`config.mk`:
```
export PLATFORM = sky130hd
export DESIGN_NAME = core_sequencer
export DESIGN_NICKNAME = d
export VERILOG_FILES = /design/src/rtl/core_sequencer_pkg.sv /design/src/rtl/core_sequencer_instr_class.sv /design/src/rtl/core_sequencer.sv
export SDC_FILE = /design/constraint.sdc
export NUM_CORES = 1
export LEC_CHECK = 0
export CORE_UTILIZATION = 40
export CTS_CLUSTER_SIZE = 16
export DETAILED_ROUTE_END_ITERATION = 16
export PLACE_DENSITY = 0.68
export SLEW_MARGIN = 15
export SYNTH_ARGS = -nofsm -noshare
export SYNTH_HDL_FRONTEND = slang
export SYNTH_SLANG_ARGS = --single-unit
```
`constraint.sdc`:
```
create_clock -name clk -period 2.3 [get_ports clk]
set_input_delay 0.345 -clock clk [delete_from_list [all_inputs] [get_ports clk]]
set_output_delay 0.345 -clock clk [all_outputs]
set_load 0.02 [all_outputs]
```
`src/rtl/core_sequencer_pkg.sv`:
```
// Shared types and encodings for the multi-cycle core sequencer and its decoder.
package core_sequencer_pkg;

    // Core configuration consumed by the datapath; the sequencer only sanity-checks it.
    typedef struct packed {
        logic [7:0]  xlen;
        logic [31:0] reset_pc;
    } config_t;

    localparam config_t CONF_DEFAULT = '{xlen: 8'd32, reset_pc: 32'h0000_0000};

    typedef logic [6:0] opcode_t;
    typedef logic [2:0] funct3_t;
    typedef logic [6:0] funct7_t;

    typedef enum logic [2:0] {
        ALU_ADD  = 3'd0,
        ALU_SUB  = 3'd1,
        ALU_AND  = 3'd2,
        ALU_OR   = 3'd3,
        ALU_SRL  = 3'd4,
        ALU_SLTU = 3'd5
    } alu_op_t;

    typedef enum logic [2:0] {
        SEQ_BOOT   = 3'd0,
        SEQ_FETCH  = 3'd1,
        SEQ_DECODE = 3'd2,
        SEQ_EXEC   = 3'd3,
        SEQ_MEM    = 3'd4,
        SEQ_WB     = 3'd5,
        SEQ_HALT   = 3'd6
    } seq_state_t;

    typedef enum logic [2:0] {
        ALU_R   = 3'd0,
        ALU_I   = 3'd1,
        LUI     = 3'd2,
        BRANCH  = 3'd3,
        LOAD    = 3'd4,
        STORE   = 3'd5,
        ILLEGAL = 3'd6
    } instr_class_t;

    typedef enum logic [1:0] {
        ERR_NONE    = 2'b00,
        ERR_ILLEGAL = 2'b01,
        ERR_TIMEOUT = 2'b10
    } err_cause_t;

    // Major opcodes (RV32I encodings)
    localparam opcode_t OP_LUI    = 7'b0110111;
    localparam opcode_t OP_OP     = 7'b0110011;
    localparam opcode_t OP_IMM    = 7'b0010011;
    localparam opcode_t OP_BRANCH = 7'b1100011;
    localparam opcode_t OP_LW     = 7'b0000011;
    localparam opcode_t OP_SW     = 7'b0100011;

    localparam funct3_t FUNCT3_ADD_SUB = 3'b000;
    localparam funct3_t FUNCT3_SLTU    = 3'b011;
    localparam funct3_t FUNCT3_SRL     = 3'b101;
    localparam funct3_t FUNCT3_OR      = 3'b110;
    localparam funct3_t FUNCT3_ADDI    = 3'b000;
    localparam funct3_t FUNCT3_ANDI    = 3'b111;
    localparam funct3_t FUNCT3_BEQ     = 3'b000;
    localparam funct3_t FUNCT3_BNE     = 3'b001;
    localparam funct3_t FUNCT3_LW      = 3'b010;
    localparam funct3_t FUNCT3_SW      = 3'b010;

    localparam funct7_t FUNCT7_BASE = 7'b0000000;
    localparam funct7_t FUNCT7_ALT  = 7'b0100000;

    // Classes whose second ALU operand is the immediate
    function automatic logic uses_imm(input instr_class_t c);
        return (c == ALU_I) || (c == LOAD) || (c == STORE);
    endfunction

endpackage

```
`src/rtl/core_sequencer_instr_class.sv`:
```
// Combinational instruction classifier: op/funct3/funct7 -> class, ALU op, branch polarity.
module core_instr_class
    import core_sequencer_pkg::*;
(
    input  opcode_t      op,
    input  funct3_t      funct3,
    input  funct7_t      funct7,
    output instr_class_t instr_class,
    output alu_op_t      alu_op,
    output logic         branch_ne
);

    // Anything not explicitly recognised falls through as ILLEGAL
    always_comb begin
        instr_class = ILLEGAL;
        alu_op      = ALU_ADD;
        branch_ne   = 1'b0;
        case (op)
            OP_OP: begin
                if (funct7 == FUNCT7_BASE) begin
                    case (funct3)
                        FUNCT3_ADD_SUB: begin instr_class = ALU_R; alu_op = ALU_ADD;  end
                        FUNCT3_OR:      begin instr_class = ALU_R; alu_op = ALU_OR;   end
                        FUNCT3_SRL:     begin instr_class = ALU_R; alu_op = ALU_SRL;  end
                        FUNCT3_SLTU:    begin instr_class = ALU_R; alu_op = ALU_SLTU; end
                        default:        ;
                    endcase
                end else if (funct7 == FUNCT7_ALT && funct3 == FUNCT3_ADD_SUB) begin
                    instr_class = ALU_R;
                    alu_op      = ALU_SUB;
                end
            end
            OP_IMM: begin
                case (funct3)
                    FUNCT3_ADDI: begin instr_class = ALU_I; alu_op = ALU_ADD; end
                    FUNCT3_ANDI: begin instr_class = ALU_I; alu_op = ALU_AND; end
                    default:     ;
                endcase
            end
            OP_LUI: begin
                instr_class = LUI;
            end
            OP_BRANCH: begin
                case (funct3)
                    FUNCT3_BEQ: begin instr_class = BRANCH; alu_op = ALU_SUB; end
                    FUNCT3_BNE: begin instr_class = BRANCH; alu_op = ALU_SUB; branch_ne = 1'b1; end
                    default:    ;
                endcase
            end
            OP_LW: begin
                if (funct3 == FUNCT3_LW) instr_class = LOAD;
            end
            OP_SW: begin
                if (funct3 == FUNCT3_SW) instr_class = STORE;
            end
            default: ;
        endcase
    end

endmodule

```
`src/rtl/core_sequencer.sv`:
```
// Multi-cycle control FSM sharing one memory port between fetch and data access.
module core_sequencer
    import core_sequencer_pkg::*;
#(
    parameter config_t     CONF           = CONF_DEFAULT,
    parameter int unsigned TIMEOUT_CYCLES = 255
) (
    input  logic       clk,
    input  logic       rst,
    input  opcode_t    op,
    input  funct3_t    funct3,
    input  funct7_t    funct7,
    input  logic       alu_zero,
    input  logic       mem_ready,
    output logic       mem_req,
    output logic       mem_we,
    output logic       mem_addr_sel,
    output logic       ir_we,
    output logic       pc_we,
    output logic       pc_src,
    output logic       reg_write,
    output logic       alu_src,
    output logic       wd_src,
    output logic       mem_to_reg,
    output alu_op_t    alu_op,
    output logic       retire,
    output logic       halted,
    output logic [1:0] err_cause
);

    localparam logic [2:0] ST_BOOT   = SEQ_BOOT;
    localparam logic [2:0] ST_FETCH  = SEQ_FETCH;
    localparam logic [2:0] ST_DECODE = SEQ_DECODE;
    localparam logic [2:0] ST_EXEC   = SEQ_EXEC;
    localparam logic [2:0] ST_MEM    = SEQ_MEM;
    localparam logic [2:0] ST_WB     = SEQ_WB;
    localparam logic [2:0] ST_HALT   = SEQ_HALT;

    // Wait counter sized to hold TIMEOUT_CYCLES; a zero timeout disables the check
    localparam bit              TMO_EN   = (TIMEOUT_CYCLES != 0);
    localparam int              CNT_W    = TMO_EN ? $clog2(TIMEOUT_CYCLES + 1) : 1;
    localparam logic [CNT_W-1:0] CNT_LAST = TMO_EN ? CNT_W'(TIMEOUT_CYCLES - 1) : '0;

    // The sequencer only supports the two standard integer widths
    generate
        if (CONF.xlen != 8'd32 && CONF.xlen != 8'd64) begin : g_bad_conf
            $error("core_sequencer: unsupported XLEN in CONF");
        end
    endgenerate

    logic [2:0]       state_reg, state_next;
    instr_class_t     class_reg;
    alu_op_t          alu_op_reg;
    logic             branch_ne_reg;
    err_cause_t       err_reg, err_next;
    logic [CNT_W-1:0] count_reg;

    instr_class_t dec_class;
    alu_op_t      dec_alu_op;
    logic         dec_branch_ne;

    logic in_xfer;
    logic handshake;
    logic timeout_hit;
    logic branch_taken;

    core_instr_class u_instr_class (
        .op          (op),
        .funct3      (funct3),
        .funct7      (funct7),
        .instr_class (dec_class),
        .alu_op      (dec_alu_op),
        .branch_ne   (dec_branch_ne)
    );

    // rst blocks the handshake so an abandoned transfer never commits a strobe
    assign in_xfer      = (state_reg == ST_FETCH) || (state_reg == ST_MEM);
    assign handshake    = in_xfer && mem_ready && !rst;
    assign timeout_hit  = TMO_EN && in_xfer && !mem_ready && (count_reg == CNT_LAST);
    assign branch_taken = branch_ne_reg ? !alu_zero : alu_zero;
    assign halted       = (state_reg == ST_HALT);
    assign err_cause    = err_reg;

    // Next-state and error-cause selection
    always_comb begin
        state_next = state_reg;
        err_next   = err_reg;
        case (state_reg)
            ST_BOOT:   state_next = ST_FETCH;
            ST_FETCH: begin
                if (handshake) begin
                    state_next = ST_DECODE;
                end else if (timeout_hit) begin
                    state_next = ST_HALT;
                    err_next   = ERR_TIMEOUT;
                end
            end
            ST_DECODE: begin
                case (dec_class)
                    LUI:     state_next = ST_WB;
                    ILLEGAL: begin
                        state_next = ST_HALT;
                        err_next   = ERR_ILLEGAL;
                    end
                    default: state_next = ST_EXEC;
                endcase
            end
            ST_EXEC: begin
                case (class_reg)
                    ALU_R, ALU_I: state_next = ST_WB;
                    LOAD, STORE:  state_next = ST_MEM;
                    default:      state_next = ST_FETCH;
                endcase
            end
            ST_MEM: begin
                if (handshake) begin
                    state_next = (class_reg == STORE) ? ST_FETCH : ST_WB;
                end else if (timeout_hit) begin
                    state_next = ST_HALT;
                    err_next   = ERR_TIMEOUT;
                end
            end
            ST_WB:     state_next = ST_FETCH;
            ST_HALT:   state_next = ST_HALT;
            default:   state_next = ST_BOOT;
        endcase
    end

    // State register plus the decode results captured while in DECODE
    always_ff @(posedge clk) begin
        if (rst) begin
            state_reg     <= ST_BOOT;
            class_reg     <= ILLEGAL;
            alu_op_reg    <= ALU_ADD;
            branch_ne_reg <= 1'b0;
            err_reg       <= ERR_NONE;
        end else begin
            state_reg <= state_next;
            err_reg   <= err_next;
            if (state_reg == ST_DECODE) begin
                class_reg     <= dec_class;
                alu_op_reg    <= dec_alu_op;
                branch_ne_reg <= dec_branch_ne;
            end
        end
    end

    // Wait-cycle counter: zero outside a transfer, saturates instead of wrapping
    always_ff @(posedge clk) begin
        if (rst || !in_xfer || handshake) begin
            count_reg <= '0;
        end else if (!mem_ready && count_reg != CNT_LAST) begin
            count_reg <= count_reg + 1'b1;
        end
    end

    // Moore control outputs; commit strobes are suppressed while rst is high
    always_comb begin
        mem_req      = 1'b0;
        mem_we       = 1'b0;
        mem_addr_sel = 1'b0;
        ir_we        = 1'b0;
        pc_we        = 1'b0;
        pc_src       = 1'b0;
        reg_write    = 1'b0;
        alu_src      = 1'b0;
        wd_src       = 1'b0;
        mem_to_reg   = 1'b0;
        alu_op       = ALU_ADD;
        retire       = 1'b0;
        case (state_reg)
            ST_FETCH: begin
                mem_req = 1'b1;
                ir_we   = handshake;
                pc_we   = handshake;
            end
            ST_EXEC: begin
                alu_op  = alu_op_reg;
                alu_src = uses_imm(class_reg);
                if (class_reg == BRANCH) begin
                    pc_we  = branch_taken && !rst;
                    pc_src = branch_taken;
                    retire = !rst;
                end
            end
            ST_MEM: begin
                mem_req      = 1'b1;
                mem_addr_sel = 1'b1;
                mem_we       = (class_reg == STORE);
                alu_src      = 1'b1;
                alu_op       = alu_op_reg;
                retire       = handshake && (class_reg == STORE);
            end
            ST_WB: begin
                reg_write  = !rst;
                retire     = !rst;
                mem_to_reg = (class_reg == LOAD);
                wd_src     = (class_reg == LUI);
                alu_src    = uses_imm(class_reg);
                alu_op     = alu_op_reg;
            end
            default: ;
        endcase
    end

endmodule

```
# After elaboration in Yosys (flattened, before gate mapping)
# Index checks and enable logic that the tools add are counted.
[word_totals]
reg_bits = 20
inputBits = 21
[op_classes]
n_addsub = 1
eq_ne = 31
muxes = 43
reduce_logical = 32
[ops]
columns = ["cell", "count"]
rows = [
  ["one-hot mux 3 bit (6 select lines)", 2],
  ["2-to-1 mux 3 bit", 11],
  ["== test 7 x 6 -> 1 bit (second input constant)", 4],
  ["== test 3 bit (second input constant)", 9],
  ["== test 3 x 2 -> 1 bit (second input constant)", 7],
  ["one-hot mux 3 bit (3 select lines)", 2],
  ["2-to-1 mux 1 bit", 16],
  ["OR reduction 2 bit", 7],
  ["2-to-1 mux 2 bit", 6],
  ["one-hot mux 3 bit (2 select lines)", 2],
  ["== test 3 x 1 -> 1 bit (second input constant)", 3],
  ["logical NOT 3 bit", 3],
  ["adder 8 x 1 -> 8 bit (second input constant)", 1],
  ["== test 8 bit (second input constant)", 1],
  ["logical AND 1 bit", 8],
  ["inequality test 8 bit (second input constant)", 1],
  ["== test 7 x 2 -> 1 bit (second input constant)", 1],
  ["== test 7 x 5 -> 1 bit (second input constant)", 1],
  ["== test 7 bit (second input constant)", 1],
  ["logical NOT 7 bit", 1],
  ["logical OR 1 bit", 5],
  ["logical NOT 1 bit", 4],
  ["inequality test 2 x 1 -> 1 bit (second input constant)", 2],
  ["one-hot mux 1 bit (2 select lines)", 2],
  ["other kinds (7)", 7],
]

# Depth between registers and ports, before layout
[logic_depth]
word_depth = 8
ltp_mapped = 7

# Modules after synthesis
# From an unflattened synthesis, not the netlist that was laid out.
[unflattened]
hier_cells = 179
hier_area_um2 = 1510.2
[by_module_without_submodules]
columns = ["module", "n_inst", "cells_each", "area_each_um2", "seq_area_each_um2"]
rows = [
  ["core_sequencer", 1, 137, 1201.2, 400.4],
  ["core_instr_class", 1, 42, 309.0, 0.0],
]

# Least setup slack after synthesis
# OpenSTA, ideal clock, no wires.
[synth_path]
kind = "register to output"
startpoint = "register state_reg[0]"
endpoint = "output pc_we"
arrival_ns = 1.615
t_required_ns = 1.955
slack_ns = 0.340
path_stages_with_launch = 8
path_buffers = 2
cell_sequence = "dfxtp_1 clkbuf_1 nand2b_1 clkbuf_1 nor2_1 nand3_1 o2bb2ai_1 nor3b_1"
[synth_between]
elab_chain_cells = 5
word_cells_on_any_way = 7
[synth_lines]
columns = ["element", "line", "rtl"]
rows = [
  ["start, declared", "core_sequencer.sv:51", "logic [2:0] state_reg, state_next;"],
  ["start signal, assigned", "core_sequencer.sv:138", "state_reg <= state_next;"],
  ["== test 3 x 1 -> 1 bit / == test 3 bit (equally long branches)", "core_sequencer.sv:77, core_sequencer.sv:171", ""],
  ["logical OR 1 bit", "core_sequencer.sv:77", "assign in_xfer = (state_reg == ST_FETCH) || (state_reg == ST_MEM);"],
  ["logical AND 1 bit (2 in a row)", "core_sequencer.sv:78", "assign handshake = in_xfer && mem_ready && !rst;"],
  ["one-hot mux 1 bit (2 select lines) (*)", "core_sequencer.sv:171", "case (state_reg)"],
  ["end, declared", "core_sequencer.sv:19", "output logic pc_we,"],
]
# Mark *: on every way between the ends. The rest lies on a longest branch, timed or not.

# Worst setup path in the final report
[layout_path]
startpoint = "register state_reg[2]"
endpoint = "output mem_req"
[layout_between]
elab_chain_cells = 3
word_cells_on_any_way = 4
[layout_lines]
columns = ["element", "line", "rtl"]
rows = [
  ["== test 3 x 1 -> 1 bit / == test 3 bit (equally long branches)", "core_sequencer.sv:171", ""],
  ["OR reduction 2 bit (no line) (*)", "--", ""],
  ["2-to-1 mux 1 bit (*)", "core_sequencer.sv:171", ""],
  ["end, declared", "core_sequencer.sv:15", "output logic mem_req,"],
]
# Marked as above.

==> flow_summary.json <==
{
  "rr_endpoint": "state_reg[0]",
  "netlist_instances": 185,
  "worstSkewPairLatency_ns": 0.30,
  "max_freq_ghz": 0.467,
  "fin_crit_sh_pct": 93.1,
  "rows": 20,
  "rrSetupSlack_ns": 0.57,
  "cts_setup_buffers": 0,
  "die_h_um": 60.7,
  "die_x_um": 60.7,
  "stdcell_area_um2": 1990,
  "layout-drive-gt1-share_pct": 14.5,
  "fin_nets": 265,
  "start_kind": "flip-flop",
  "clk_pin_slew_ns": 0.10,
  "syn_to_final_growth_pct": 44.7,
  "initial_core_util_pct": 43.7,
  "synth.top_cell.area_share_pct": 29.1,
  "async_reset_ff_share_pct": 0,
  "cts_inserted_buffers": 3,
  "avgSynthCellArea_um2": 7.45,
  "crit_fanout": 7,
  "hold_end": "alu_op_reg[2]",
  "place_area_um2": 1940,
  "drv_cap": 0,
  "p_leak_nw": 0.825,
  "synth_top_cells_by_count": "nor2_1, dfxtp_1, a21oi_1",
  "finClkSkew_ns": 0.0162,
  "synthesis.area_um2": 1380,
  "cp.required_ns": 1.96,
  "grt_max_degree": 13,
  "vdd_drop_max_v": 0.000186,
  "cts_sinks": 20,
  "critical_path.startpoint": "state_reg[2]",
  "yosysWarnings": 0,
  "largest_reg_flops": 8,
  "tritoncts": "done",
  "yosysSeqAreaShare_pct": 29.1,
  "drc": 0,
  "track_usage_pct": 20.7,
  "cts_max_level": 1,
  "hold_viol_final": 0,
  "drt-initial-drc-count": 86,
  "routedWlPerCell_um": 12.3,
  "critPathKind": "flip-flop to output port",
  "fin_setup_tns_ns": 0,
  "antenna_found_initial": 0,
  "yosys.cell_count.top_type": "nor2_1",
  "first_pass_iters": 4,
  "core_um2": 3150,
  "relSlewSlack_pct": 73.7,
  "clock_path_buffers": 2,
  "synth_edf_count": 0,
  "hp-class": "flip-flop to flip-flop",
  "place_congestion": 0.884,
  "synth-seq-cells": 20,
  "cts-root-buf": "clkbuf_4",
  "cellPowerDensity_nw_per_um2": 412,
  "synth_top_area_cell": "dfxtp_1",
  "dp_hpwl_mm": 2.82,
  "port_buffers": 37,
  "ant_nets": 0,
  "critPathArrivalTime_ns": 1.80,
  "first_global_vias": 1428,
  "vias_per_cell": 5.46,
  "fin_crit_ns": 2.14,
  "overflow": 0,
  "diodes": 0,
  "finalSetupViolCount": 0,
  "slew_viol_final": 0,
  "finalPower_mw": 0.821,
  "ff2ff_path_depth": 6,
  "synth_cell_type_count": 46,
  "vias": 1555,
  "holdPathStages": 2,
  "min_from": "alu_op_reg[2]",
  "grt_pass1_wl_mm": 5.87,
  "top_level_ports": 38,
  "rsz0062_at_grt": "false",
  "die-area_um2": 3680,
  "ys.flop_type": "dfxtp_1",
  "critical_path.endpoint_type": "output port",
  "worstMarginPinSlew_ns": 0.392,
  "status": "complete, no violations",
  "reg2reg_from": "state_reg[2]",
  "routed_wirelength_mm": 3.50,
  "synth.net_count": 208,
  "ys_top_cells_by_area": "dfxtp_1, nor2_1, a21oi_1"
}
through the flow:
stage	utilization (%)	std cells	hold slack, ns	worst slack (ns)
2_1_floorplan	-	185	0.427	0.340
3_3_place_gp	61.6	281	0.438	-0.000953
3_5_place_dp	61.6	281	0.442	-0.0276
4_1_cts	63.0	285	0.456	0.0102
5_1_grt	63.2	285	0.466	0.0666
6_report	63.2	285	0.453	0.158
per-layer routing:
| metal | global-route usage [%] | part of all wire (%) | up-vias |
|---|---|---|---|
| li1 | - | - | 782 |
| met1 | 24.9 | 43 | 715 |
| met2 | 38.6 | 51 | 56 |
| met3 | 1.28 | 4.7 | 2 |
| met4 | 7.79 | 0.77 | 0 |
| met5 | 0 | 0 | - |
area by class of cell:
type / count / area (µm²)
Multi-Input combinational cell: 153 / 928
Inverter: 4 / 15.0
Clock inverter: 1 / 30.0
Timing Repair Buffer: 60 / 542
Sequential cell: 20 / 400
Clock buffer: 3 / 22.5
Tap cell: 44 / 55.1
Fill cell: 286 / 1160
cells by family (layout without fill, tap and decap cells):
group,Yosys count,after routing,synth area share (%)
flops,20,20,29.1
compound gates,42,42,20.2
mux,1,1,0.817
simple gates,100,100,39.5
buf+inv,12,68,3.54
fa+ha+maj,2,2,1.82
xor+xnor,8,8,5.09
critical path, cell delays in order, from the launching register on:
cell and delay (ns):
dfxtp_1 0.37, nand2b_1 0.21, buf_4 0.18, a21oi_1 0.13, clkdlybuf4s50_1 0.61
how the worst max path moves through the flow:
stage          slack [ns]           end
2_1_floorplan        0.34         pc_we
3_3_place_gp       -0.001  state_reg[2]
3_5_place_dp        -0.03  state_reg[2]
4_1_cts              0.01         ir_we
5_1_grt              0.07         pc_we
6_report             0.16       mem_req
repair_timing:
| action | in CTS | in global routing |
|---|---|---|
| resized for setup | 6 | 7 |
| setup endpoints to repair | 6 | 5 |
| hold buffers | 0 | 0 |
power by group:
group / total [mW] / leakage [nW] / internal [mW] / switching (mW)
registers: 0.359 / 0.162 / 0.353 / 0.00563
clock network: 0.285 / 0.0279 / 0.176 / 0.109
logic: 0.178 / 0.636 / 0.0936 / 0.0840
total: 0.821 / 0.825 / 0.623 / 0.198
layout by cell type (no fill, tap or decap), types with 3 or more instances in the layout:
cell,count
clkbuf_4,3
or4_1,3
buf_4,23
dlymetal6s2s_1,4
or2_2,3
clkdlybuf4s50_1,27
dfxtp_1,20
nand4_1,3
dlygate4sd2_1,5
nor2b_1,5
a211oi_1,4
or3_1,4
nand3_1,8
nor2_1,29
nand2_1,14
xor2_1,4
nor3_1,9
nand2b_1,4
and2_1,3
a31oi_1,5
o21ai_0,3
nor3b_1,4
xnor2_1,4
a21oi_1,15
inv_1,3
Note: power is estimated with default switching activity, not from simulation.
